File: src/rtl/axi_st_pkg.sv
// Shared AXI-Stream definitions: the FSM state names (common to the master and
// slave endpoints) and the default data/length widths.
package axi_st_pkg;

  localparam int AXI_DATA_W = 32;
  localparam int AXI_LEN_W  = 8;

  typedef enum logic [1:0] {
    IDLE   = 2'd0,
    STREAM = 2'd1,
    GAP    = 2'd2
  } axi_st_state_e;

endpackage

File: src/rtl/axi_stream_master.sv
// AXI-Stream transmit endpoint. A command (len, seed) starts a packet of len+1
// beats carrying seed, seed+1, ... under m_tready backpressure. After the last
// beat, an optional idle gap is inserted before the next command is taken.
// Every output comes straight from a flop.
module axi_stream_master
  import axi_st_pkg::*;
#(
  parameter int DATA_W     = AXI_DATA_W,
  parameter int LEN_W      = AXI_LEN_W,
  parameter int GAP_CYCLES = 1
) (
  input  logic              clk,
  input  logic              rst,
  input  logic              cmd_valid,
  output logic              cmd_ready,
  input  logic [LEN_W-1:0]  cmd_len,
  input  logic [DATA_W-1:0] cmd_seed,
  output logic              m_tvalid,
  input  logic              m_tready,
  output logic [DATA_W-1:0] m_tdata,
  output logic              m_tlast,
  output logic              busy,
  output logic              pkt_done
);

  // The gap counter only has to reach GAP_CYCLES-1; keep at least one bit so
  // the GAP_CYCLES=0 build still elaborates (GAP is unreachable there).
  localparam int GAP_W    = (GAP_CYCLES > 1) ? $clog2(GAP_CYCLES) : 1;
  localparam int GAP_LAST = (GAP_CYCLES > 0) ? GAP_CYCLES - 1 : 0;

  axi_st_state_e     state_q;
  logic [LEN_W-1:0]  len_q;
  logic [DATA_W-1:0] seed_q;
  logic [LEN_W-1:0]  beat_cnt_q;
  logic [GAP_W-1:0]  gap_cnt_q;
  logic              cmd_ready_q;
  logic              m_tvalid_q;
  logic [DATA_W-1:0] m_tdata_q;
  logic              m_tlast_q;
  logic              busy_q;
  logic              pkt_done_q;

  // Index of the beat that follows the one currently on the bus.
  logic [LEN_W-1:0]  beat_nxt_d;
  logic              hs_d;

  // Next beat index and the handshake qualifier used by the FSM.
  always_comb begin
    beat_nxt_d = beat_cnt_q + LEN_W'(1);
    hs_d       = m_tvalid_q && m_tready;
  end

  // Packet FSM with registered outputs. Beat payload is precomputed one
  // cycle ahead, so back-to-back handshakes need no bubble.
  always_ff @(posedge clk) begin
    if (rst) begin
      state_q     <= IDLE;
      len_q       <= '0;
      seed_q      <= '0;
      beat_cnt_q  <= '0;
      gap_cnt_q   <= '0;
      cmd_ready_q <= 1'b0;
      m_tvalid_q  <= 1'b0;
      m_tdata_q   <= '0;
      m_tlast_q   <= 1'b0;
      busy_q      <= 1'b0;
      pkt_done_q  <= 1'b0;
    end else begin
      pkt_done_q <= 1'b0;
      case (state_q)
        IDLE: begin
          cmd_ready_q <= 1'b1;
          busy_q      <= 1'b0;
          if (cmd_valid && cmd_ready_q) begin
            len_q       <= cmd_len;
            seed_q      <= cmd_seed;
            beat_cnt_q  <= '0;
            m_tvalid_q  <= 1'b1;
            m_tdata_q   <= cmd_seed;
            m_tlast_q   <= (cmd_len == '0);
            cmd_ready_q <= 1'b0;
            busy_q      <= 1'b1;
            state_q     <= STREAM;
          end
        end
        STREAM: begin
          if (hs_d) begin
            if (m_tlast_q) begin
              m_tvalid_q <= 1'b0;
              m_tlast_q  <= 1'b0;
              pkt_done_q <= 1'b1;
              beat_cnt_q <= '0;
              if (GAP_CYCLES > 0) begin
                gap_cnt_q <= '0;
                state_q   <= GAP;
              end else begin
                cmd_ready_q <= 1'b1;
                busy_q      <= 1'b0;
                state_q     <= IDLE;
              end
            end else begin
              beat_cnt_q <= beat_nxt_d;
              // Wraps modulo 2**DATA_W by construction.
              m_tdata_q  <= seed_q + DATA_W'(beat_nxt_d);
              m_tlast_q  <= (beat_nxt_d == len_q);
            end
          end
        end
        GAP: begin
          if (gap_cnt_q == GAP_W'(GAP_LAST)) begin
            cmd_ready_q <= 1'b1;
            busy_q      <= 1'b0;
            state_q     <= IDLE;
          end else begin
            gap_cnt_q <= gap_cnt_q + GAP_W'(1);
          end
        end
        default: begin
          state_q     <= IDLE;
          m_tvalid_q  <= 1'b0;
          m_tlast_q   <= 1'b0;
          cmd_ready_q <= 1'b0;
          busy_q      <= 1'b0;
        end
      endcase
    end
  end

  assign cmd_ready = cmd_ready_q;
  assign m_tvalid  = m_tvalid_q;
  assign m_tdata   = m_tdata_q;
  assign m_tlast   = m_tlast_q;
  assign busy      = busy_q;
  assign pkt_done  = pkt_done_q;

endmodule
File: config.mk
export PLATFORM = sky130hd
export DESIGN_NAME = axi_stream_master
export DESIGN_NICKNAME = d
export VERILOG_FILES = /design/src/rtl/axi_st_pkg.sv /design/src/rtl/axi_stream_master.sv
export SDC_FILE = /design/constraint.sdc
export NUM_CORES = 1
export LEC_CHECK = 0
export CAP_MARGIN = 10
export CELL_PAD_IN_SITES_DETAIL_PLACEMENT = 0
export CELL_PAD_IN_SITES_GLOBAL_PLACEMENT = 2
export CORE_ASPECT_RATIO = 0.9
export CORE_MARGIN = 3
export CORE_UTILIZATION = 40
export CTS_BUF_LIST = sky130_fd_sc_hd__clkbuf_16
export CTS_CLUSTER_SIZE = 30
export DETAILED_ROUTE_END_ITERATION = 8
export DONT_BUFFER_PORTS = 1
export PLACE_DENSITY_LB_ADDON = 0.1
export SLEW_MARGIN = 5
export SYNTH_ARGS = -nofsm -noshare
export SYNTH_HDL_FRONTEND = slang
export SYNTH_SLANG_ARGS = --single-unit
File: constraint.sdc
create_clock -name clk -period 7.2 [get_ports clk]
set_input_delay 1.44 -clock clk [delete_from_list [all_inputs] [get_ports clk]]
set_output_delay 1.44 -clock clk [all_outputs]
set_load 0.1 [all_outputs]
==> reports/results.txt <==
Row generation in the floorplan step produced 35 rows. The tools report the area of the placeable core as 10,470 um^2. The smallest clock period supported by the final layout is computed as 3.633 ns. Post-synthesis average cell area: 8.096 um^2.

Origin of the worst min-delay path: len_q[2]$_SDFFE_PP0P_. The floorplan step set the die width to 116.6 um. At the worst endpoint, the arrival time is 3.88 ns. The post-route netlist has 7.750% of its cells at a drive strength greater than 1. The largest individual stage delay along the critical path comes from the cell sky130_fd_sc_hd__dfxtp_1. The worst path uses 50.46% of the clock period. The first TritonRoute pass finished after 4 iterations. The critical path in this run is classified as flop to flop. For this block, the initial DRC count from the detailed router was 231. Via count of the first global-routing pass: 3,762. The worst setup path is launched from a flop. For this design, the sink count on the clock tree is 87. The die is 105.5 um tall. During synthesis, Yosys emitted a total of 0 warnings. The number of cells upsized or downsized after cts was 0; the number of setup violations in the final report was 0. At the end of the flow, the number of nets in the layout was 578. For this run, the slowest stage of the critical path takes 0.99 ns. The clock-pin slew on the worst setup and hold paths was 0.06 ns; the post-synth net total was 598. The run gives 0 as the final hold violation count.

Walking the worst path, the cells encountered are and3_2 -> a21oi_1 -> a21oi_2 -> buf_4 -> nand2_1 -> o221ai_1. Counting flops with a built-in enable in the synthesized netlist gives 0. Cell family contributing the most delay on the critical path: simple AND/OR/NAND/NOR gates. 81 I/O pins were placed.

The overall routing resource usage came out at 21.02%. The mapped netlist covers 4404 um^2. The top achievable clock speed came out at 275.3 MHz. The routed design has 12.60 mm of wire. The routed length per placed instance is 19.14 um.

The tree is rooted in a sky130_fd_sc_hd__clkbuf_16. The logs give 2 for the worst-case clock buffer depth and 0.001714 uW for the leakage power summed over all cells. The tools report the worst IR drop on VDD as 151.1 uV.

The startpoint identified for the worst register-to-register timing path is cmd_ready$_SDFFE_PP0N_. At the later pin of the worst-skew pair, clock insertion delay measures 0.34 ns. Of all flip-flops after synthesis, the portion carrying an async set or reset was 0%. Setup repair after global routing left no endpoint under its margin. The run finished with clean final reports.

Effective utilization at floorplan: 42.08%. The number of different library cells in the post-synthesis netlist came out at 60. Number of antenna violations at the first check in global routing: 0. The combined buffer and inverter count along the critical path is 1. Headroom to the max-slew limit came out at 25.84%. The fill cell instance count of the final layout came out at 1,082. Among all flip-flop cells after synthesis, the most frequent one is sky130_fd_sc_hd__dfxtp_1. In this run, synthesis produced a sequential element count of 87.

The first global-routing pass estimated 20.18 mm of wire. Sequential elements use 39.55% of the synthesized area. TritonCTS built the clock tree. The slew at the pin closest to its max-slew limit came out at 1.108 ns. The DRC violation count after routing was 0. Across the routed clock network, the largest skew measured is 0.004898 ns. The area growth from synthesis to layout was 7.443%.

The via density per instance was 5.822. Across all layers, the routed design uses 3,831 vias. In this run the tool buffered the top-level ports with 0 buffer cells. Class of the most critical hold timing path: flop to flop. The tools report the final weighted congestion in routability-driven placement as 0.8067.

Number of clock buffers inserted by TritonCTS: 9. The number of violations of the max-capacitance limit came out at 0. The total overflow left after global routing is 0.

The areal power density over the cells was 260.1 nW/um^2; the core occupancy in the finished layout was 45.21%. Synthesis produced a netlist whose cell count is 544. The logs give 12,310 um^2 for the die outline area and 81 for the pin count of the biggest net entering global routing. In this run the number of H-tree levels came out at 3. The tools report the count of buffers added by post-CTS timing repair for setup as 0. The source of the critical timing path is cmd_ready$_SDFFE_PP0N_. Total negative setup slack: 0 ns. For the number of nets still failing antenna checks after routing, the log shows 0.

Along the worst path, the maximum fanout reaches 43. 0 antenna diodes ended up in the layout. Data on the critical path is required at its endpoint by 7.45 ns. STA classifies the critical path endpoint as a flop. The total count of max-transition violations in the final report is 0, and the HPWL reported at the end of detailed placement is 8.401 mm. For this design, the CTS-stage hold fixing added 0 buffers.
[worst reg2reg max path, stage by stage, from the launching register on]
cell and delay, ns:
sky130_fd_sc_hd__dfxtp_1 0.99, sky130_fd_sc_hd__and3_2 0.99, sky130_fd_sc_hd__a21oi_1 0.42, sky130_fd_sc_hd__a21oi_2 0.20, sky130_fd_sc_hd__buf_4 0.33, sky130_fd_sc_hd__nand2_1 0.32, sky130_fd_sc_hd__o221ai_1 0.29
[stage by stage]
stage | hold WS, ns | setup WS (ns) | total power [uW] | area [um^2] | instances
2_1_floorplan | 0.4406 | 4.258 | 723.5 | 4404 | 544
3_3_place_gp | 0.4459 | 3.387 | 742.6 | 4419 | 642
3_5_place_dp | 0.4540 | 3.310 | 745.4 | 4419 | 642
4_1_cts | 0.4630 | 3.540 | 1248 | 4732 | 658
5_1_grt | 0.4846 | 3.323 | 1281 | 4732 | 658
6_report | 0.4645 | 3.567 | 1231 | 4732 | 658
[per-layer routing]
metal	global-route usage (%)	vias up	share of wire [%]
li1	-	1892	-
met1	29.33	1828	47
met2	31.58	98	44
met3	6.257	13	7.8
met4	5.651	0	1.2
met5	0	-	0
[area by class of cell]
class | count | area [um^2] | area share [%]
tap | 129 | 161.4 | 3.411
clock inverter | 7 | 87.58 | 1.851
timing repair buffer | 5 | 37.54 | 0.7932
clock buffer | 9 | 225.2 | 4.759
multi-input combinational | 416 | 2460 | 51.98
inverter | 5 | 18.77 | 0.3966
sequential | 87 | 1742 | 36.81
[state kept, by name (all words and copies together) (netlist names)]
signal      flops
busy            1
len_q           8
pkt_done        1
m_tvalid        1
seed_q         32
state_q         2
m_tlast         1
cmd_ready       1
beat_cnt_q      8
m_tdata        32
[cells in the final DEF (no fill, tap or decap), types with 8 or more instances in the layout]
cell type	n
sky130_fd_sc_hd__o21ai_0	24
sky130_fd_sc_hd__dfxtp_1	87
sky130_fd_sc_hd__a21oi_1	63
sky130_fd_sc_hd__clkbuf_16	9
sky130_fd_sc_hd__nor2_1	31
sky130_fd_sc_hd__xnor2_1	16
sky130_fd_sc_hd__nand3_1	13
sky130_fd_sc_hd__nand4_1	9
sky130_fd_sc_hd__xor2_1	24
sky130_fd_sc_hd__nand2_1	115
sky130_fd_sc_hd__and3_1	9
sky130_fd_sc_hd__a211oi_1	9
sky130_fd_sc_hd__a221oi_1	8
sky130_fd_sc_hd__ha_1	9
[cells in the mapped netlist, types with 3 or more instances]
| library cell | instances | share of area (%) |
|---|---|---|
| sky130_fd_sc_hd__a211oi_1 | 9 | 1.5 |
| sky130_fd_sc_hd__nor4_1 | 4 | 0.57 |
| sky130_fd_sc_hd__dfxtp_1 | 87 | 40 |
| sky130_fd_sc_hd__xor2_1 | 24 | 4.8 |
| sky130_fd_sc_hd__buf_2 | 4 | 0.45 |
| sky130_fd_sc_hd__and3_1 | 10 | 1.4 |
| sky130_fd_sc_hd__nand3_1 | 13 | 1.5 |
| sky130_fd_sc_hd__a22oi_1 | 4 | 0.68 |
| sky130_fd_sc_hd__inv_1 | 5 | 0.43 |
| sky130_fd_sc_hd__nand4_1 | 9 | 1.3 |
| sky130_fd_sc_hd__nand2_1 | 115 | 9.8 |
| sky130_fd_sc_hd__nor3_1 | 7 | 0.80 |
| sky130_fd_sc_hd__nor2_1 | 32 | 2.7 |
| sky130_fd_sc_hd__a21boi_0 | 6 | 1.0 |
| sky130_fd_sc_hd__o22ai_1 | 7 | 0.99 |
| sky130_fd_sc_hd__a21o_1 | 4 | 0.68 |
| sky130_fd_sc_hd__clkbuf_1 | 25 | 2.1 |
| sky130_fd_sc_hd__a31oi_1 | 5 | 0.71 |
| sky130_fd_sc_hd__xnor2_1 | 16 | 3.2 |
| sky130_fd_sc_hd__a311oi_1 | 4 | 0.80 |
| sky130_fd_sc_hd__o21ai_0 | 24 | 2.7 |
| sky130_fd_sc_hd__a21oi_1 | 63 | 7.2 |
| sky130_fd_sc_hd__a221oi_1 | 8 | 1.6 |
| sky130_fd_sc_hd__clkbuf_8 | 3 | 0.94 |
| sky130_fd_sc_hd__o21a_1 | 3 | 0.51 |
| sky130_fd_sc_hd__ha_1 | 9 | 2.6 |
[report_power, final]
group / internal, uW / leakage (uW) / switching [uW] / total (uW)
Sequential: 508 / 0.000709 / 126 / 634
Combinational: 36.0 / 0.000850 / 64.2 / 100
Clock: 302 / 0.000155 / 195 / 496
[logic make-up after synthesis]
group           synth area share, %
compound gates                23.38
flops                         39.55
xor+xnor                      7.954
simple gates                  21.19
fa+ha+maj                     3.011
mux                          0.2273
buf+inv                       4.688
[worst paths after layout]
check / endpoint / slack, ns / depth (start not counted)
max: m_tdata[13]$_SDFFE_PP0P_ / 3.57 / 6
min: len_q[2]$_SDFFE_PP0P_ / 0.46 / 2
max reg2reg: m_tdata[13]$_SDFFE_PP0P_ / 3.57 / 6
min reg2reg: len_q[2]$_SDFFE_PP0P_ / 0.46 / 2
(Power assumes the default switching activity.)
